**config.mk**
```make
export PLATFORM = sky130hd
export DESIGN_NAME = t_toggle_decoder
export DESIGN_NICKNAME = d
export VERILOG_FILES = /design/src/rtl/tdec_pkg.sv /design/src/rtl/tdec_run_counter.sv /design/src/rtl/t_toggle_decoder.sv
export SDC_FILE = /design/constraint.sdc
export NUM_CORES = 1
export LEC_CHECK = 0
export CAP_MARGIN = 20
export CELL_PAD_IN_SITES_DETAIL_PLACEMENT = 1
export CELL_PAD_IN_SITES_GLOBAL_PLACEMENT = 2
export CORE_UTILIZATION = 32
export CTS_BUF_LIST = sky130_fd_sc_hd__clkbuf_4 sky130_fd_sc_hd__clkbuf_8 sky130_fd_sc_hd__clkbuf_16
export CTS_CLUSTER_SIZE = 28
export DETAILED_ROUTE_END_ITERATION = 10
export PLACE_DENSITY_LB_ADDON = 0.1
export SLEW_MARGIN = 20
export SYNTH_ARGS = -nofsm -noshare
export SYNTH_HDL_FRONTEND = slang
export SYNTH_SLANG_ARGS = --single-unit
```
**constraint.sdc**
```tcl
create_clock -name clk -period 4.3 [get_ports clk]
set_input_delay 0.43 -clock clk [delete_from_list [all_inputs] [get_ports clk]]
set_output_delay 0.43 -clock clk [all_outputs]
set_load 0.02 [all_outputs]
```
**src/rtl/tdec_pkg.sv**
```systemverilog
// Shared types and default parameters for the T flip-flop toggle decoder.
package tdec_pkg;

  typedef enum logic [1:0] {
    IDLE  = 2'd0,
    TRACK = 2'd1,
    STUCK = 2'd2
  } tdec_state_e;

  localparam int unsigned CNT_W_DEF     = 8;
  localparam int unsigned RUN_W_DEF     = 6;
  localparam int unsigned STUCK_LIM_DEF = 16;

endpackage

```
**src/rtl/tdec_run_counter.sv**
```systemverilog
// Saturating count of non-toggling samples, plus a flag telling whether the
// next increment lands exactly on STUCK_LIM.
module tdec_run_counter
  import tdec_pkg::*;
#(
  parameter int unsigned RUN_W     = RUN_W_DEF,
  parameter int unsigned STUCK_LIM = STUCK_LIM_DEF
) (
  input  logic             clk,
  input  logic             rst,
  input  logic             clr,
  input  logic             inc,
  input  logic             zero,
  output logic [RUN_W-1:0] run_len,
  output logic             hit_next
);

  logic [RUN_W-1:0] run_d, run_q;
  logic [RUN_W-1:0] run_inc;

  // hit_next depends only on the register so the parent's FSM logic sees no loop
  always_comb begin
    run_inc  = (run_q == '1) ? run_q : run_q + RUN_W'(1);
    hit_next = (run_inc == RUN_W'(STUCK_LIM));
    run_d    = run_q;
    if (clr || zero) begin
      run_d = '0;
    end else if (inc) begin
      run_d = run_inc;
    end
  end

  always_ff @(posedge clk or posedge rst) begin
    if (rst) begin
      run_q <= '0;
    end else begin
      run_q <= run_d;
    end
  end

  assign run_len = run_q;

endmodule

```
**src/rtl/t_toggle_decoder.sv**
```systemverilog
// Recovers the T input of a T flip-flop from samples of its Q output.
// Define TDEC_REF_CHECK_EN to add the t_ref input and err_cnt mismatch counter.
module t_toggle_decoder
  import tdec_pkg::*;
#(
  parameter int unsigned CNT_W     = CNT_W_DEF,
  parameter int unsigned RUN_W     = RUN_W_DEF,
  parameter int unsigned STUCK_LIM = STUCK_LIM_DEF
) (
  input  logic             clk,
  input  logic             rst,
  input  logic             en,
  input  logic             clr,
  input  logic             q_in,
  output logic             t_out,
  output logic             t_valid,
  output logic [CNT_W-1:0] toggle_cnt,
  output logic [RUN_W-1:0] run_len,
  output logic             stuck
`ifdef TDEC_REF_CHECK_EN
  ,
  input  logic             t_ref,
  output logic [7:0]       err_cnt
`endif
);

  tdec_state_e      state_d, state_q;
  logic             q_prev_d, q_prev_q;
  logic             t_out_d, t_out_q;
  logic             t_valid_d, t_valid_q;
  logic             stuck_d, stuck_q;
  logic [CNT_W-1:0] cnt_d, cnt_q;
  logic             t_cur;
  logic             run_inc, run_zero, hit_next;
`ifdef TDEC_REF_CHECK_EN
  logic [7:0]       err_d, err_q;
`endif

  tdec_run_counter #(
    .RUN_W     (RUN_W),
    .STUCK_LIM (STUCK_LIM)
  ) u_run (
    .clk      (clk),
    .rst      (rst),
    .clr      (clr),
    .inc      (run_inc),
    .zero     (run_zero),
    .run_len  (run_len),
    .hit_next (hit_next)
  );

  always_comb begin
    t_cur     = q_in ^ q_prev_q;
    state_d   = state_q;
    q_prev_d  = q_prev_q;
    t_out_d   = t_out_q;
    t_valid_d = 1'b0;
    cnt_d     = cnt_q;
    run_inc   = 1'b0;
    run_zero  = 1'b0;
`ifdef TDEC_REF_CHECK_EN
    err_d     = err_q;
`endif
    if (clr) begin
      state_d = IDLE;
      cnt_d   = '0;
`ifdef TDEC_REF_CHECK_EN
      err_d   = '0;
`endif
    end else if (en) begin
      q_prev_d = q_in;
      if (state_q == IDLE) begin
        state_d = TRACK;
      end else begin
        t_out_d   = t_cur;
        t_valid_d = 1'b1;
        if (t_cur) begin
          cnt_d    = cnt_q + CNT_W'(1);
          run_zero = 1'b1;
          state_d  = TRACK;
        end else begin
          run_inc = 1'b1;
          if (hit_next) state_d = STUCK;
        end
`ifdef TDEC_REF_CHECK_EN
        if ((t_cur != t_ref) && (err_q != '1)) err_d = err_q + 8'd1;
`endif
      end
    end
    stuck_d = (state_d == STUCK);
  end

  always_ff @(posedge clk or posedge rst) begin
    if (rst) begin
      state_q   <= IDLE;
      q_prev_q  <= 1'b0;
      t_out_q   <= 1'b0;
      t_valid_q <= 1'b0;
      cnt_q     <= '0;
      stuck_q   <= 1'b0;
`ifdef TDEC_REF_CHECK_EN
      err_q     <= '0;
`endif
    end else begin
      state_q   <= state_d;
      q_prev_q  <= q_prev_d;
      t_out_q   <= t_out_d;
      t_valid_q <= t_valid_d;
      cnt_q     <= cnt_d;
      stuck_q   <= stuck_d;
`ifdef TDEC_REF_CHECK_EN
      err_q     <= err_d;
`endif
    end
  end

  assign t_out      = t_out_q;
  assign t_valid    = t_valid_q;
  assign toggle_cnt = cnt_q;
  assign stuck      = stuck_q;
`ifdef TDEC_REF_CHECK_EN
  assign err_cnt    = err_q;
`endif

endmodule
```
# After elaboration in Yosys (flattened, before gate mapping)

Index checks and enable logic that the tools add are counted.

Bits in registers: 20
Output and inout bits: 17
Bits of input ports: 5
Logic and storage cells: 47

Mux-type cells: 23
Reductions and logical operators: 8
Eq/ne operators: 4
$add $sub $neg: 2
Bitwise operators: 3

Operators with widths:

| kind                | number |
|---|---|
| $mux 8              | 4 |
| $mux 6              | 3 |
| $mux 1              | 11 |
| $mux 2              | 5 |
| $add 8x1->8 const B | 1 |
| $add 6x1->6 const B | 1 |
| $eq 6x5->1 const B  | 1 |
| $eq 6x6->1 const B  | 1 |
| $reduce_and 3->1    | 2 |
| $reduce_bool 2->1   | 3 |
| $eq 2x2->1 const B  | 1 |
| $logic_not 2->1     | 1 |
| $ne 2x2->1 const B  | 1 |
| $not 1->1           | 2 |
| $reduce_and 2->1    | 1 |
| $logic_or 1x1->1    | 1 |
| $xor 1x1->1         | 1 |

# Depth between registers and ports, before layout

Depth after elaboration: 9
Mapped depth: 5

# Hierarchy

A second synthesis with hierarchy kept.

Cell total of the unflattened synthesis: 113
Area, all modules: 1103.6 um^2

Modules (own cells, without submodules):

| module           | area each (um^2) | cells an instance | times used |
|---|---|---|---|
| t_toggle_decoder | 681.9            | 66                | 1 |
| tdec_run_counter | 421.7            | 47                | 1 |

# Worst setup path after synthesis

Ideal clock, no wire load.

Path type: reg-to-reg
Start point: register u_run.run_q[0], in the netlist u_run.run_len[0]
End point: register state_q[0]
Arrival time: 1760 ps
Library setup time: 135 ps
Path buffers: 0
Setup slack: 2405 ps
Cell stages (with the launch flop): 6
Required time: 4165 ps
Path through: dfrtp_1 ha_1 or4b_1 a21oi_1 o2111ai_1 nor3b_1

Cells in the longest elaborated chain, start to end: 8

Ends and longest elaborated chain:

| element                                   | RTL line                | RTL |
|---|---|---|
| start: declaration                        | tdec_run_counter.sv:18  | `logic [RUN_W-1:0] run_d, run_q;` |
| start signal: assignment                  | tdec_run_counter.sv:37  | `run_q <= run_d;` |
| $add 6x1->6 or $eq 6x6->1 (tied branches) | tdec_run_counter.sv:23  | `run_inc = (run_q == '1) ? run_q : run_q + RUN_W'(1);` |
| $mux 6 *                                  | tdec_run_counter.sv:23  |  |
| $eq 6x5->1 *                              | tdec_run_counter.sv:24  | `hit_next = (run_inc == RUN_W'(STUCK_LIM));` |
| $mux 2 *                                  | t_toggle_decoder.sv:83  | `if (hit_next) state_d = STUCK;` |
| $mux 2 *                                  | t_toggle_decoder.sv:77  | `if (t_cur) begin` |
| $mux 2 *                                  | t_toggle_decoder.sv:72  | `if (state_q == IDLE) begin` |
| $mux 2 *                                  | t_toggle_decoder.sv:70  | `end else if (en) begin` |
| $mux 2 *                                  | t_toggle_decoder.sv:64  | `if (clr) begin` |
| net state_d[0]                            | t_toggle_decoder.sv:27  | `tdec_state_e state_d, state_q;` |
| end signal: assignment                    | t_toggle_decoder.sv:105 | `state_q <= state_d;` |
| end: declaration                          | t_toggle_decoder.sv:27  |  |

The timed path passes the listed nets; every way through them passes the cells marked *.
A chain may end at the register's enable or synchronous reset.

# Worst setup path after layout

Start point: input en
End point: register u_run.run_q[4], in the netlist u_run.run_len[4]

Cells in the longest elaborated chain, start to end: 4

Ends and longest elaborated chain:

| element                                     | RTL line               | RTL |
|---|---|---|
| start: declaration                          | t_toggle_decoder.sv:12 | `input logic en,` |
| $mux 1                                      | t_toggle_decoder.sv:70 |  |
| $mux 1                                      | t_toggle_decoder.sv:64 |  |
| $logic_or 1x1->1                            | tdec_run_counter.sv:26 | `if (clr \|\| zero) begin` |
| $mux 6 or $reduce_bool 2->1 (tied branches) | n/a                    |  |

Parallel ways exist; a longest one is shown, timed or not.

==> flow_summary.json <==
{
  "status": "complete, no violations",
  "area_delta_synth_final_pct": 27.53,
  "r2r-start": "u_run.run_len[0]",
  "gp_congestion": 0.7335,
  "p_switching_uw": 94.48,
  "worstPathRequired_ns": 4.53,
  "start_kind": "input port",
  "grt_use_total_pct": 17.72,
  "multi_input_area_um2": 535.5,
  "initial_utilization_pct": 34.27,
  "placed_area_mm2": 0.001320,
  "nets": 143,
  "fin_skew_ns": 0.002744,
  "yosysMostFrequentCell": "dfrtp_1",
  "period_share_pct": 48.19,
  "syn_nets": 119,
  "path_max_fanout": 8,
  "diodes": 0,
  "grt_max_degree": 21,
  "root_buffer": "clkbuf_4",
  "hold_violations": 0,
  "port_buffers": 21,
  "pwr-share-comb_pct": 14.0,
  "end_kind": "flip-flop",
  "cts_tree": "done",
  "seqPwrFrac_pct": 55.5,
  "synth.area.top_cells": "dfrtp_1, nand2_1, o21ai_0, nor2_1, a21oi_1",
  "whs_endpoint": "t_out",
  "cts.sinks": 20,
  "synth_area_mm2": 0.001064,
  "coreArea_mm2": 0.003103,
  "die_w_um": 59.65,
  "htree_levels": 1,
  "post_cts_buffers": 0,
  "arrival_ns": 2.30,
  "yosys-top-cells-count": "dfrtp_1, nand2_1, nor2_1",
  "r2r_end": "state_q[1]",
  "finalSetupTns_ns": 0,
  "syn_area_per_cell_um2": 9.496,
  "vias": 941,
  "pwr-share-clk_pct": 30.5,
  "drt-pass1-iter-count": 4,
  "route.detailed.drc": 0,
  "worst_r2r_path_depth": 5,
  "final_util_pct": 43.71,
  "finalSetupViolations": 0,
  "ant_nets": 0,
  "grt.overflow.total": 0,
  "p_leak_nw": 0.5252,
  "antenna_found_initial": 0,
  "ys_async_sr_fraction_pct": 100.0,
  "clk_latency_ns": 0.30,
  "yosys.area.top_type_share_pct": 47.06,
  "yosys_register_bits": 20,
  "min_from": "t_out",
  "seq_area_frac_synth_pct": 47.06,
  "drv_slew": 0,
  "ys.warnings.count": 0,
  "final_cell_area_mm2": 0.001356,
  "drive_gt1_share_pct": 5.926,
  "worst_slack_ns": 2.228,
  "max-cap-violations": 0,
  "slew_headroom_pct": 47.68,
  "seqCellArea_um2": 500.5,
  "grt_pass1_vias": 952,
  "fin_crit_ns": 2.072,
  "fp.dieArea_mm2": 0.003558,
  "row_count": 20,
  "drt_iter0_drc": 25,
  "ys_dominant_reg_cell": "dfrtp_1",
  "die_h_um": 59.65,
  "tightest_slew_ns": 0.7787,
  "io_pins": 22,
  "irDropWorstVdd_uv": 97.24,
  "synth-edff-count": 0,
  "cts_buffers": 3,
  "switching_share_pct": 26.27,
  "wl_per_cell_um": 14.84,
  "path_clk_slew_ns": 0.11,
  "rsz0062_at_grt": "no",
  "power.density_mw_per_mm2": 265.2,
  "critPathLaunch": "en",
  "synth_cells": 112,
  "grt_pass1_wl_um": 4588,
  "hp-class": "reg -> reg",
  "ff2ff_setup_slack_ns": 2.24,
  "hold_depth": 2,
  "dp_slack_ns": 1.929,
  "postCtsHoldBufs": 0,
  "fmax_mhz": 482.6,
  "yosysTopAreaCell": "dfrtp_1",
  "cts_buffer_depth": 2,
  "p_int_uw": 265.2,
  "cts_resized": 0,
  "wirelength_um": 2656,
  "viasPerCell": 5.257,
  "hpwl_um": 2010,
  "fillers": 376,
  "critPathKind": "in -> reg",
  "ys_types": 39
}
-- power groups by stage --
stage                     Combinational, mW  Sequential (mW)  Clock, mW
after global placement               0.0507            0.203          0
final                                0.0505            0.200      0.110
after detailed placement             0.0513            0.203          0
after global routing                 0.0562            0.201      0.123
after CTS                            0.0516            0.200      0.113
after floorplan                      0.0254            0.208          0
-- layout by cell type, fill, tap and decap left out, types with 2 or more instances in the layout --
| master | netlist | routed |
|---|---|---|
| clkdlybuf4s50_1 | 0 | 21 |
| dfrtp_1 | 20 | 20 |
| nand2_1 | 11 | 11 |
| nor2_1 | 10 | 10 |
| o21ai_0 | 8 | 8 |
| a21oi_1 | 7 | 7 |
| nand3_1 | 6 | 6 |
| inv_1 | 5 | 5 |
| xnor2_1 | 4 | 4 |
| o21a_1 | 3 | 3 |
| xor2_1 | 3 | 3 |
| clkbuf_4 | 0 | 3 |
| nand4_1 | 2 | 2 |
| nor4b_1 | 2 | 2 |
| nor3_1 | 2 | 2 |
| and3_1 | 2 | 2 |
| a22o_1 | 2 | 2 |
| ha_1 | 2 | 2 |
-- metal layers --
layer  up-vias  global-route usage [%]  share of wire (%)  routed length (um)
met5         -                       0                  0                   0
met4         0                   5.980                1.2                  33
met3         4                   3.463                3.6                  95
met2        20                   28.25                 49                1295
met1       461                   24.01                 46                1232
li1        456                       -                  -                   -
-- cell type report --
type	instances	share of cell area [%]
Timing Repair Buffer	21	15.50
Multi-Input combinational cell	85	39.48
Clock buffer	4	2.675
Tap cell	44	4.059
Sequential cell	20	36.90
Inverter	5	1.384
-- state kept, by name, summed over array words and instances, names as in the netlist --
signal and count:
q_prev_q 1, state_q 2, stuck 1, t_out 1, t_valid 1, toggle_cnt 8, u_run.run_len 6
-- logic make-up (layout without fill, tap and decap cells) --
family                   Yosys count  in the layout  share of synthesized area [%]
AND/OR/NAND/NOR                   44             44                          21.53
buffers and inverters              7             30                          2.588
flip-flops                        20             20                          47.06
AO/OA/AOI/OAI                     30             30                          18.24
adder cells (fa/ha/maj)            2              2                          2.353
multiplexers                       1              1                         0.9412
XOR/XNOR                           8              8                          7.295
-- worst max-delay path, stage by stage --
cell             delay [ns]
clkdlybuf4s50_1        0.61
o21ai_1                0.21
nor3_1                 0.64
o21ai_0                0.22
a21oi_1                0.18
-- stage by stage --
| step | std cells | hold slack [ns] | total power, mW |
|---|---|---|---|
| after floorplan | 112 | 0.3938 | 0.2333 |
| after global placement | 175 | 0.5098 | 0.2541 |
| after detailed placement | 175 | 0.4945 | 0.2547 |
| after CTS | 179 | 0.5215 | 0.3645 |
| after global routing | 179 | 0.5648 | 0.3802 |
| final | 179 | 0.5143 | 0.3596 |
-- worst max path at each step --
stage,endpoint
final,u_run.run_len[4]
after global routing,state_q[1]
after CTS,u_run.run_len[4]
after detailed placement,u_run.run_len[4]
after global placement,u_run.run_len[4]
after floorplan,state_q[0]
(Power assumes the default switching activity.)
